$ cat src/rtl/cpu_pkg.sv
// rtl/cpu_pkg.sv - shared LEGv8 core types, widths and branch-target helper
//
// Purpose : common definitions for the fetch stage and its FIFO.
//   ADDR_W / INSTR_W : PC and instruction widths.
//   fetch_entry_t    : {pc, instr} pair carried from fetch to decode.
//   br_target()      : B / CBZ / B.cond target = pc + (sext(imm) << 2), mod 2^64.
package cpu_pkg;

    localparam int ADDR_W  = 64;
    localparam int INSTR_W = 32;

    typedef struct packed {
        logic [ADDR_W-1:0]  pc;
        logic [INSTR_W-1:0] instr;
    } fetch_entry_t;

    // uncond=1 selects B imm26 = instr[25:0]; uncond=0 selects imm19 = instr[23:5].
    // The shift by 2 is folded into the concatenation so the offset is already 64 bits.
    function automatic logic [ADDR_W-1:0] br_target(
        input logic [ADDR_W-1:0]  pc,
        input logic [INSTR_W-1:0] instr,
        input logic               uncond
    );
        logic [ADDR_W-1:0] offset;
        if (uncond) begin
            offset = {{36{instr[25]}}, instr[25:0], 2'b00};
        end else begin
            offset = {{43{instr[23]}}, instr[23:5], 2'b00};
        end
        return pc + offset;
    endfunction

endpackage

$ cat src/rtl/instr_fetch_unit_fifo.sv
// rtl/instr_fetch_unit_fifo.sv - fetch FIFO holding {pc, instr} entries
//
// Purpose : DEPTH-entry circular buffer between the PC/imem side and decode.
// Ports   :
//   clk, reset      clock, asynchronous active-high reset
//   push, wdata     write wdata at the tail
//   pop             retire the head entry
//   flush           empty the FIFO; takes priority over push and pop
//   head            entry at the read pointer (undefined when count == 0)
//   count           occupancy, 0..DEPTH
//   full            count == DEPTH
module fetch_fifo
    import cpu_pkg::*;
#(
    parameter int DEPTH = 2
) (
    input  logic                   clk,
    input  logic                   reset,
    input  logic                   push,
    input  logic                   pop,
    input  logic                   flush,
    input  fetch_entry_t           wdata,
    output fetch_entry_t           head,
    output logic [$clog2(DEPTH):0] count,
    output logic                   full
);

    localparam int AW = $clog2(DEPTH);
    localparam logic [AW:0]   FULL_CNT = (AW + 1)'(DEPTH);
    localparam logic [AW:0]   CNT_ONE  = (AW + 1)'(1);
    localparam logic [AW-1:0] PTR_ONE  = AW'(1);

    fetch_entry_t    mem [DEPTH];
    logic [AW-1:0]   rd_ptr;
    logic [AW-1:0]   wr_ptr;

    // Pointers are log2(DEPTH) bits, so they wrap without explicit compare.
    always_ff @(posedge clk or posedge reset) begin
        if (reset) begin
            rd_ptr <= '0;
            wr_ptr <= '0;
            count  <= '0;
        end else if (flush) begin
            rd_ptr <= '0;
            wr_ptr <= '0;
            count  <= '0;
        end else begin
            if (push) begin
                wr_ptr <= wr_ptr + PTR_ONE;
            end
            if (pop) begin
                rd_ptr <= rd_ptr + PTR_ONE;
            end
            case ({push, pop})
                2'b10:   count <= count + CNT_ONE;
                2'b01:   count <= count - CNT_ONE;
                default: count <= count;
            endcase
        end
    end

    // Storage needs no reset: count gates visibility of every slot.
    always_ff @(posedge clk) begin
        if (push && !flush) begin
            mem[wr_ptr] <= wdata;
        end
    end

    assign head = mem[rd_ptr];
    assign full = (count == FULL_CNT);

endmodule

$ cat src/rtl/instr_fetch_unit.sv
// rtl/instr_fetch_unit.sv - LEGv8 fetch stage: PC, imem address, fetch FIFO, redirect
//
// Purpose : owns the PC, fetches one instruction per cycle into fetch_fifo and
//           presents the head to decode with a valid/ready handshake. A taken
//           branch (br_taken) loads the computed target and flushes the FIFO.
// Ports   :
//   clk, reset                 clock, asynchronous active-high reset
//   imem_addr / imem_rdata     instruction memory address (= PC) and returned word
//   if_valid/if_ready          head handshake to decode
//   if_instr/if_pc             head entry, forced to 0 while if_valid is low
//   br_taken                   redirect request this cycle
//   uncond_br                  1: B imm26, 0: CBZ/B.cond imm19
//   br_instr/br_pc             branch being resolved and its PC
//   stat_fetched/stat_redirects  push and redirect counters (IFETCH_STATS_EN only)
// Build option : define IFETCH_STATS_EN to add the statistics counters.
module instr_fetch_unit
    import cpu_pkg::*;
#(
    parameter logic [ADDR_W-1:0] RESET_PC = 64'h0,
    parameter int                DEPTH    = 2
) (
    input  logic                clk,
    input  logic                reset,
    output logic [ADDR_W-1:0]   imem_addr,
    input  logic [INSTR_W-1:0]  imem_rdata,
    output logic                if_valid,
    input  logic                if_ready,
    output logic [INSTR_W-1:0]  if_instr,
    output logic [ADDR_W-1:0]   if_pc,
    input  logic                br_taken,
    input  logic                uncond_br,
    input  logic [INSTR_W-1:0]  br_instr,
    input  logic [ADDR_W-1:0]   br_pc
`ifdef IFETCH_STATS_EN
    ,
    output logic [31:0]         stat_fetched,
    output logic [31:0]         stat_redirects
`endif
);

    localparam int AW = $clog2(DEPTH);

    logic [ADDR_W-1:0] pc;
    logic              redirect;
    logic              pop;
    logic              push;
    logic              fifo_full;
    logic [AW:0]       fifo_count;
    fetch_entry_t      fifo_head;
    fetch_entry_t      fifo_wdata;

    assign redirect = br_taken;
    assign pop      = if_valid & if_ready;
    // A full FIFO can still accept when decode pops the head in the same cycle.
    assign push     = !redirect & (!fifo_full | pop);

    assign fifo_wdata.pc    = pc;
    assign fifo_wdata.instr = imem_rdata;

    fetch_fifo #(
        .DEPTH (DEPTH)
    ) u_fifo (
        .clk   (clk),
        .reset (reset),
        .push  (push),
        .pop   (pop),
        .flush (redirect),
        .wdata (fifo_wdata),
        .head  (fifo_head),
        .count (fifo_count),
        .full  (fifo_full)
    );

    assign imem_addr = pc;
    assign if_valid  = (fifo_count != '0);
    assign if_instr  = if_valid ? fifo_head.instr : '0;
    assign if_pc     = if_valid ? fifo_head.pc    : '0;

    // Next PC: redirect target, else sequential when an entry was pushed, else hold.
    always_ff @(posedge clk or posedge reset) begin
        if (reset) begin
            pc <= RESET_PC;
        end else if (redirect) begin
            pc <= br_target(br_pc, br_instr, uncond_br);
        end else if (push) begin
            pc <= pc + 64'd4;
        end
    end

`ifdef IFETCH_STATS_EN
    always_ff @(posedge clk or posedge reset) begin
        if (reset) begin
            stat_fetched   <= '0;
            stat_redirects <= '0;
        end else begin
            if (push) begin
                stat_fetched <= stat_fetched + 32'd1;
            end
            if (redirect) begin
                stat_redirects <= stat_redirects + 32'd1;
            end
        end
    end
`endif

endmodule
$ cat config.mk
export PLATFORM = sky130hd
export DESIGN_NAME = instr_fetch_unit
export DESIGN_NICKNAME = d
export VERILOG_FILES = /design/src/rtl/cpu_pkg.sv /design/src/rtl/instr_fetch_unit_fifo.sv /design/src/rtl/instr_fetch_unit.sv
export SDC_FILE = /design/constraint.sdc
export NUM_CORES = 1
export LEC_CHECK = 0
export CORE_MARGIN = 3
export CORE_UTILIZATION = 50
export CTS_CLUSTER_DIAMETER = 30
export CTS_CLUSTER_SIZE = 10
export DETAILED_ROUTE_END_ITERATION = 7
export PLACE_DENSITY = 0.84
export REMOVE_ABC_BUFFERS = 1
export SLEW_MARGIN = 20
export SYNTH_ARGS = -nofsm -noshare
export SYNTH_HDL_FRONTEND = slang
export SYNTH_SLANG_ARGS = --single-unit
export TNS_END_PERCENT = 50
$ cat constraint.sdc
create_clock -name clk -period 14.9 [get_ports clk]
set_input_delay 2.98 -clock clk [delete_from_list [all_inputs] [get_ports clk]]
set_output_delay 2.98 -clock clk [all_outputs]
set_load 0.1 [all_outputs]
=== Yosys cells after proc, flatten, opt, wreduce, memory -nomap -nowiden ===
Memories as Yosys holds them, arrays and structs flattened.
Index checks and enable logic that the tools add are counted.

* Bits in latches: 0
* Bits in writable memories: 192
* Bits in read-only memories: 0
* Logic and storage cells: 38
* Memories kept: 1
* Bits in registers: 68

{| class="wikitable"
|+ Memory list
! name !! words !! width !! rd ports !! clocked after Yosys merged registers in !! write ports !! line !! RTL
|-
| u_fifo.mem || 2 || 96 || 1 || 0 || 1 || instr_fetch_unit_fifo.sv:33 || <nowiki>fetch_entry_t mem [DEPTH];</nowiki>
|}

* Mux-type cells: 14
* Magnitude comparators: 0
* Divide/modulo/power cells: 0
* Add/subtract/negate cells: 6
* Reductions and logical operators: 7
* Multipliers: 0
* Eq/ne operators: 3
* Bitwise gates (word level): 3
* Shift-type cells: 0

{| class="wikitable"
|+ Operators by type and width
! cell !! number
|-
| 64-bit two-way mux || 5
|-
| 64-bit by 3-bit adder with 64-bit output (second input constant) || 1
|-
| 64-bit adder || 1
|-
| 32-bit two-way mux || 1
|-
| 1-bit two-way mux || 6
|-
| 2-bit nonzero test || 3
|-
| 2-bit equality test (second input constant) || 2
|-
| 2-bit case mux with 2 select lines || 1
|-
| 3-bit nonzero test || 1
|-
| 1-bit adder (second input constant) || 2
|-
| 2-bit by 1-bit adder with 2-bit output (second input constant) || 1
|-
| 1-bit bitwise AND || 2
|-
| 2-bit by 1-bit equality test with 1-bit output (second input constant) || 1
|-
| 1-bit logical NOT || 2
|-
| 2-bit two-way mux || 1
|-
| 2-bit by 1-bit subtractor with 2-bit output (second input constant) || 1
|-
| 1-bit logical AND || 1
|-
| 1-bit bitwise OR || 1
|}

=== Logic depth before layout (Yosys ltp) ===
* Depth after elaboration: 7
* Depth in mapped cells: 16
* Depth with buffers taken out: 13

=== Cells and area by module ===
From an unflattened synthesis, not the netlist that was laid out.

* Cells, all modules: 1372
* Area total of the unflattened synthesis: 15202.1 µm²

{| class="wikitable"
|+ By module, submodules not included
! module !! instances !! cells each !! area each (µm²) !! sequential area each (µm²)
|-
| instr_fetch_unit || 1 || 1052 || 7947.6 || 1601.5
|-
| fetch_fifo || 1 || 320 || 7254.5 || 5865.6
|}

=== Least setup slack after synthesis ===
No wires, ideal clock.

* Path type: input -> register
* Start: in br_taken
* End: mem u_fifo.mem[1][0] (netlist bit), enable pin
* Required time: 14212 ps
* Slack: 3877 ps
* Data arrival time: 10335 ps
* Library setup time: 688 ps
* Buffers on the path: 2
* Stages: 3
* Cell sequence: clkbuf_1 -> clkbuf_1 -> nor3b_1

* Word-level cells in the longest chain between the ends: 5

{| class="wikitable"
|+ Ends and longest elaborated chain
! element !! line !! RTL
|-
| start, declared || instr_fetch_unit.sv:30 || <nowiki>input logic br_taken,</nowiki>
|-
| 1-bit logical NOT (*) || instr_fetch_unit_fifo.sv:64, instr_fetch_unit.sv:55 ||
|-
| 1-bit bitwise AND || instr_fetch_unit.sv:55 || <nowiki>assign push = !redirect & (!fifo_full | pop);</nowiki>
|-
| 1-bit logical AND (*) || instr_fetch_unit_fifo.sv:64 || <nowiki>if (push && !flush) begin</nowiki>
|-
| 1-bit two-way mux (*) || instr_fetch_unit_fifo.sv:64 ||
|-
| 1-bit two-way mux (implied by the code) (*) || instr_fetch_unit_fifo.sv:65 || <nowiki>mem[wr_ptr] <= wdata;</nowiki>
|-
| end, declared || instr_fetch_unit_fifo.sv:33 ||
|}

Mark *: on every way between the ends. The rest lies on a longest branch, timed or not.

=== Worst setup path in the final report ===
* Start: in uncond_br
* End: reg pc[49], in the netlist imem_addr[49]

* Word-level cells in the longest chain between the ends: 4

{| class="wikitable"
|+ Ends and longest elaborated chain
! element !! line !! RTL
|-
| start, declared || instr_fetch_unit.sv:31 || <nowiki>input logic uncond_br,</nowiki>
|-
| 64-bit two-way mux || cpu_pkg.sv:25 || <nowiki>if (uncond) begin</nowiki>
|-
| 64-bit two-way mux || instr_fetch_unit.sv:83 || <nowiki>end else if (redirect) begin</nowiki>
|-
| 64-bit adder || cpu_pkg.sv:30 || <nowiki>return pc + offset;</nowiki>
|-
| 64-bit two-way mux || instr_fetch_unit.sv:83 ||
|-
| end signal, assigned || instr_fetch_unit.sv:84 || <nowiki>pc <= br_target(br_pc, br_instr, uncond_br);</nowiki>
|-
| end signal, assigned || instr_fetch_unit.sv:86 || <nowiki>pc <= pc + 64'd4;</nowiki>
|-
| end, declared || instr_fetch_unit.sv:43 || <nowiki>logic [ADDR_W-1:0] pc;</nowiki>
|}

No other way between the ends. The select of a mux whose other input is x is not followed.
A chain may end at the register's enable or synchronous reset.

==> results.py <==
metrics = {
    "yosys": {
        "ys_seq_area_share_pct": 50.8,
        "syn_area_per_cell_um2": 10.8,
        "ys_ff_latch": 260,
        "ys_warn_count": 0,
        "synthCells": 1357,
        "synth_ff_type": "edfxtp_1",
        "synth_edf_count": 192,
        "async_flop_share_pct": 26.2,
        "synthDistinctLibCells": 72,
        "synth_area_mm2": 0.0147,
    },
    "floorplanning": {
        "die_y_um": 177,
        "die_x_um": 177,
        "io_pins": 294,
        "row_count": 62,
        "core_area_mm2": 0.0289,
        "start_util_pct": 50.9,
        "dieArea_mm2": 0.0315,
    },
    "worst_setup_path": {
        "startpoint": "uncond_br",
        "start_kind": "input port",
        "endpoint": "imem_addr[49]$_DFFE_PP0N_",
        "r2r_end": "imem_addr[51]$_DFFE_PP0N_",
        "crit_path_max_fanout": 37,
        "worstRegToRegCells": 10,
        "arrival_ns": 7.20,
        "worstSetupEndpointType": "flip-flop",
        "worstPathRequired_ns": 15.24,
        "r2r_start": "imem_addr[10]$_DFFE_PP0N_",
        "reg2reg_slack_ns": 11.87,
        "worst-setup-path-type": "input port to flip-flop",
    },
    "global_route": {
        "grt_max_degree": 85,
        "grtUsageTotal_pct": 24.1,
        "grt_pass1_wl_um": 60700,
        "grt_pass1_vias": 11400,
        "overflow": 0,
        "grt_antenna_before_repair": 0,
    },
    "routing": {
        "wl_met1_um": 16700,
        "first_pass_iters": 5,
        "ant_nets": 0,
        "wl_met3_um": 2270,
        "vias": 11500,
        "drtIter0Drc": 858,
        "drc": 0,
        "wl_met2_um": 18600,
        "via_per_inst": 5.63,
        "top_layer": "met4",
        "finalWirelength_um": 39100,
        "routedWlPerCell_um": 19.1,
    },
    "cts": {
        "cts_tree": "yes",
        "hold_buffers": 0,
        "clkTransAtPathRegs_ns": 0.05,
        "cts_made_buffers": 37,
        "h-tree-depth": 2,
        "postCtsSetupRepairBufs": 0,
        "clockRootBuffer": "clkbuf_16",
        "cts_num_sinks": 260,
        "clk_latency_ns": 0.50,
        "cts_buffer_depth": 3,
        "cts_resized": 0,
    },
    "sta": {
        "tightestPinTransition_ns": 1.10,
        "finalCriticalPeriod_ns": 6.87,
        "hold_viol_final": 0,
        "relSlewSlack_pct": 26.3,
        "rsz0062_at_grt": "no",
        "setup_tns_ns": 0,
        "finalClockSkew_ns": 0.0179,
        "slew_violations": 0,
        "fmax_mhz": 146,
        "finalSetupViolCount": 0,
        "period_share_pct": 46.1,
    },
    "final_layout": {
        "final_cell_mix": "286 x clkdlybuf4s50_1, 192 x edfxtp_1, 166 x nor2_1",
        "drive_gt1_share_pct": 6.97,
        "design_area_mm2": 0.0192,
        "layout_commonest_cell": "clkdlybuf4s50_1",
        "area_growth_syn_to_layout_pct": 30.4,
        "fillCellCount": 2176,
        "antenna_cells": 0,
        "fin_cells": 2048,
        "nets": 1833,
    },
    "hold_path": {
        "hold_path_class": "flip-flop to flip-flop",
    },
    "power_and_ir_drop": {
        "leakage_nw": 7.30,
        "ir_worst_vdd_mv": 0.0998,
        "p_per_area_mw_per_mm2": 165,
        "finalPower_w": 0.00316,
    },
    "placed_design": {
        "io_buffers": 287,
        "gp_congestion": 0.897,
        "hpwl_um": 28200,
        "placedCellCount": 1981,
        "placed_area_mm2": 0.0179,
    },
    "run_status": {
        "status": "complete, no violations",
    },
    "job": {
        "cap_violations": 0,
    },
}
==> stage by stage <==
stage	utilization, %	hold WS [ns]	setup WS (ns)
2_1_floorplan	-	0.519	4.15
3_3_place_gp	62.0	0.470	7.63
3_5_place_dp	62.0	0.495	7.59
4_1_cts	66.3	0.507	7.98
5_1_grt	66.4	0.521	7.69
6_report	66.4	0.504	8.03
==> synth_stat cells (6+ instances only) <==
cell	count	area [um2]
edfxtp_1	192	5770
nor2_1	167	627
nand2_1	112	420
a21oi_1	108	541
mux2i_1	103	1030
xnor2_1	73	639
dfrtp_1	68	1700
ha_1	62	776
xor2_1	50	438
o21ai_0	47	235
a21o_1	46	345
clkbuf_1	35	131
nand3_1	34	170
and3_1	26	163
nand4_1	25	156
mux2_2	21	236
inv_1	19	71.3
o21bai_1	18	135
buf_1	17	63.8
a31oi_1	12	75.1
o21ai_1	11	55.1
nor2b_1	9	56.3
and2_1	8	50.1
and4_1	7	61.3
nor3_1	7	35.0
nand2b_1	6	37.5
==> sequential cells by signal, summed over array words and instances, names as in the netlist <==
name / count
imem_addr: 64
u_fifo.wr_ptr: 1
u_fifo.mem: 192
u_fifo.rd_ptr: 1
u_fifo.count: 2
==> critical path: stages <==
cell and delay [ns]:
clkdlybuf4s50_1 0.45, buf_4 0.28, nand2b_1 0.30, nand2_1 0.08
buf_4 0.27, ha_1 0.39, a21o_1 0.18, a21o_1 0.17
a21o_1 0.20, a2111oi_0 0.42, a21oi_1 0.15, a211o_1 0.38
o211ai_1 0.35, a31oi_1 0.16, xnor2_1 0.31, a21oi_1 0.12
==> cells by family (layout without fill, tap and decap cells) <==
family | count (synthesis) | after routing | share of synthesized area, %
and+or+nand+nor | 426 | 426 | 13.5
DFF | 260 | 260 | 50.8
buffers and inverters | 77 | 384 | 2.15
adders and majority gates | 63 | 63 | 5.42
muxes | 124 | 124 | 8.63
AOI/OAI and AO/OA | 284 | 284 | 12.1
xor gates and xnor gates | 123 | 123 | 7.34
==> metal layers <==
metal | vias to the layer above | global-route usage, %
met1 | 5472 | 32.9
met4 | 0 | 9.88
met2 | 446 | 39.6
li1 | 5524 | -
met3 | 85 | 2.52
met5 | - | 0
==> final cells by class <==
class	instances	area [um2]	area share (%)
clock inverters	11	139	0.725
multi-input cells	1020	6920	36.1
flip-flops and latches	260	7470	39.0
well taps	384	480	2.51
clock buffers	55	1100	5.73
inverters	20	75.1	0.392
repair buffers	298	2970	15.5
==> where the power goes <==
part           internal (W)  switching, W
clock network      0.000562      0.000295
registers          0.000904      0.000108
logic              0.000343      0.000946
==> worst min path at each step <==
stage | cells past startpoint | slack [ns] | startpoint | endpoint
global placement | 0 | 0.47 | imem_addr[1]$_DFFE_PP0P_ | u_fifo.mem[1][33]$_DFFE_PP_
CTS | 0 | 0.51 | imem_addr[0]$_DFFE_PP0P_ | u_fifo.mem[1][32]$_DFFE_PP_
detailed placement | 0 | 0.50 | imem_addr[0]$_DFFE_PP0P_ | u_fifo.mem[0][32]$_DFFE_PP_
floorplan | 2 | 0.52 | u_fifo.wr_ptr$_DFFE_PP0N_ | u_fifo.wr_ptr$_DFFE_PP0N_
global route | 0 | 0.52 | imem_addr[1]$_DFFE_PP0P_ | u_fifo.mem[0][33]$_DFFE_PP_
finish | 0 | 0.50 | imem_addr[0]$_DFFE_PP0P_ | u_fifo.mem[0][32]$_DFFE_PP_
(Power assumes the default switching activity.)
==> variant: new RTL, config.mk and constraints unchanged <==
`DEPTH` is set to 2 in 2 places; all go to 4.
--- a/src/rtl/instr_fetch_unit_fifo.sv
+++ b/src/rtl/instr_fetch_unit_fifo.sv
@@ -12,7 +12,7 @@
 module fetch_fifo
     import cpu_pkg::*;
 #(
-    parameter int DEPTH = 2
+    parameter int DEPTH = 4
 ) (
     input  logic                   clk,
     input  logic                   reset,
--- a/src/rtl/instr_fetch_unit.sv
+++ b/src/rtl/instr_fetch_unit.sv
@@ -17,7 +17,7 @@
     import cpu_pkg::*;
 #(
     parameter logic [ADDR_W-1:0] RESET_PC = 64'h0,
-    parameter int                DEPTH    = 2
+    parameter int                DEPTH    = 4
 ) (
     input  logic                clk,
     input  logic                reset,
Behaviour: not the same (Yosys sat finds a counterexample within 4 cycles, from zero or initial values and one cycle with reset high).
==> variant against the unedited design <==
Synthesized area increased by 51%; highest routed layer unchanged; cell area up 49%; sequential cell count grew 195; combinational power up 98%; power grew 98%; critical path type is now register to output pin; first-iteration DRC count increased by 36%; setup slack got worse by 0.74 ns; wire length grew 47%.
==> variant: results (changes against the unedited design) <==
outcome - finished clean (unchanged)
worst setup path start - u_fifo.rd_ptr[0]$_DFFE_PP0P_ (was uncond_br)
reg2reg setup slack - 11.45 ns (was 11.87 ns)
Slew HR - 25.0% (was 26.3%)
detailed router's first-iteration violation count - 1164 (was 858)
Post-synth ARST share - 15.6% (was 26.2%)
CTS clk-pin slew, worst paths - 0.05 ns (about the same)
DR vias - 14900 (was 11500)
IO buf count - 287 (unchanged)
Post-Place Cells - 2407 (was 1981)
largest register by flop count - u_fifo.mem (unchanged)
max FFs per register - 384 (was 192)
Total Routing Usage GR - 24.6% (was 24.1%)
Post-CTS Setup Bufs - 0 (unchanged)
Synth area leaders - edfxtp_1 52%, mux4_2 9.7%, dfrtp_1 8.0% (was edfxtp_1 39%, dfrtp_1 12%, mux2i_1 7.0%)
drt via density - 5.79 (was 5.63)
Clock Tree Root - clkbuf_16 (unchanged)
worst hold path class - register to register (unchanged)
antenna violations before repair - 3 (was 0)
Commonest cells post-synth - 384 x edfxtp_1, 108 x nand2_1, 104 x and2_1, 99 x nor2_1, 98 x a21oi_1 (was 192 x edfxtp_1, 167 x nor2_1, 112 x nand2_1, 108 x a21oi_1, 103 x mux2i_1)
first-pass GRT wire length - 89300 um (was 60700 um)
EDFF count, synth - 384 (was 192)
post-synth cell types - 69 (was 72)
Slowest-stage cell, CP - clkdlybuf4s50_1 (unchanged)
maximum vdd drop - 0.229 mV (was 0.0998 mV)
kind of cell adding the most delay to the critical path - buffers and inverters (was compound AO/OA/AOI/OAI gates)
register area share after synthesis - 60.0% (was 50.8%)
YS warnings - 0 (unchanged)
Area after DPL - 0.0256 sq mm (was 0.0179 sq mm)
Clock Latency Late Sink - 0.60 ns (was 0.50 ns)
nets@finish - 2114 (was 1833)
CTS resizes - 0 (unchanged)
Worst Reg-to-Reg Cells - 8 (was 10)
Lkg Pwr - 10.1 nW (was 7.30 nW)
Final HPWL DP - 37100 um (was 28200 um)
Worst Skew - 0.0316 ns (was 0.0179 ns)
vias in the first global route - 15600 (was 11400)
H-tree levels - 3 (was 2)
gp weighted congestion - 0.896 (was 0.897)
Detailed Routing Iterations Pass 1 - 6 (was 5)
CTS Buf Count - 88 (was 37)
Mean Syn Cell Area - 13.8 sq um (was 10.8 sq um)
layout cells sized above 1 - 14.2% (was 6.97%)
drt total wl - 57500 um (was 39100 um)
CTS Buffer Depth - 3 (unchanged)
worst r2r src - u_fifo.count[0]$_DFFE_PP0P_ (was imem_addr[10]$_DFFE_PP0N_)
CP endpoint - if_pc[43] (was imem_addr[49]$_DFFE_PP0N_)
largest net degree at the start of global routing - 101 (was 85)
Critical Path Fanout Max - 46 (was 37)
RR Endpoint - imem_addr[63]$_DFFE_PP0N_ (was imem_addr[51]$_DFFE_PP0N_)
Critical Path Max Stage Delay - 1.00 ns (was 0.45 ns)
variant: final cells by class:
| class | count | area, sq um |
|---|---|---|
| antenna | 4 | 10.0 |
| clock buffer | 100 | 2300 |
| clock inverter | 58 | 697 |
| fill | 3005 | 14900 |
| inverter | 11 | 41.3 |
| multi-input combinational | 1057 | 8520 |
| sequential | 455 | 13300 |
| tap | 585 | 732 |
| timing repair buffer | 300 | 2990 |
variant: worst min path at each step:
stage,startpoint,endpoint,slack [ns],cells after the start
CTS,imem_addr[1]$_DFFE_PP0P_,u_fifo.mem[0][33]$_DFFE_PP_,0.54,0
floorplan,u_fifo.wr_ptr[1]$_DFFE_PP0N_,u_fifo.wr_ptr[1]$_DFFE_PP0N_,0.53,2
global placement,imem_addr[1]$_DFFE_PP0P_,u_fifo.mem[2][33]$_DFFE_PP_,0.52,0
global route,imem_addr[1]$_DFFE_PP0P_,u_fifo.mem[3][33]$_DFFE_PP_,0.58,0
finish,imem_addr[1]$_DFFE_PP0P_,u_fifo.mem[3][33]$_DFFE_PP_,0.55,0
detailed placement,imem_addr[1]$_DFFE_PP0P_,u_fifo.mem[1][33]$_DFFE_PP_,0.54,0
variant: layer usage:
| metal | track usage [%] | part of all wire, % | vias to the layer above |
|---|---|---|---|
| met1 | 32.6 | 42 | 7435 |
| met3 | 4.18 | 5.7 | 103 |
| li1 | - | - | 6806 |
| met4 | 10.3 | 3.4 | 0 |
| met5 | 0 | 0 | - |
| met2 | 40.6 | 49 | 536 |
variant: cells by family after synthesis:
| logic type | Yosys count | share of synthesized area (%) |
|---|---|---|
| and+or+nand+nor | 476 | 11.2 |
| DFF | 455 | 60.0 |
| AOI/OAI and AO/OA | 279 | 7.76 |
| muxes | 120 | 10.9 |
| xor gates and xnor gates | 114 | 4.50 |
| buffers and inverters | 95 | 1.65 |
| adders and majority gates | 68 | 3.90 |
variant: power breakdown:
part | internal (W) | switching [W]
clock | 0.00135 | 0.000611
sequential | 0.00158 | 0.000158
combinational | 0.000683 | 0.00187
variant: metrics by stage:
stage               setup slack [ns]  hold slack [ns]
global route                    6.95            0.577
CTS                             7.11            0.543
global placement                7.22            0.516
floorplan                       6.85            0.532
detailed placement              7.21            0.540
finish                          7.29            0.553
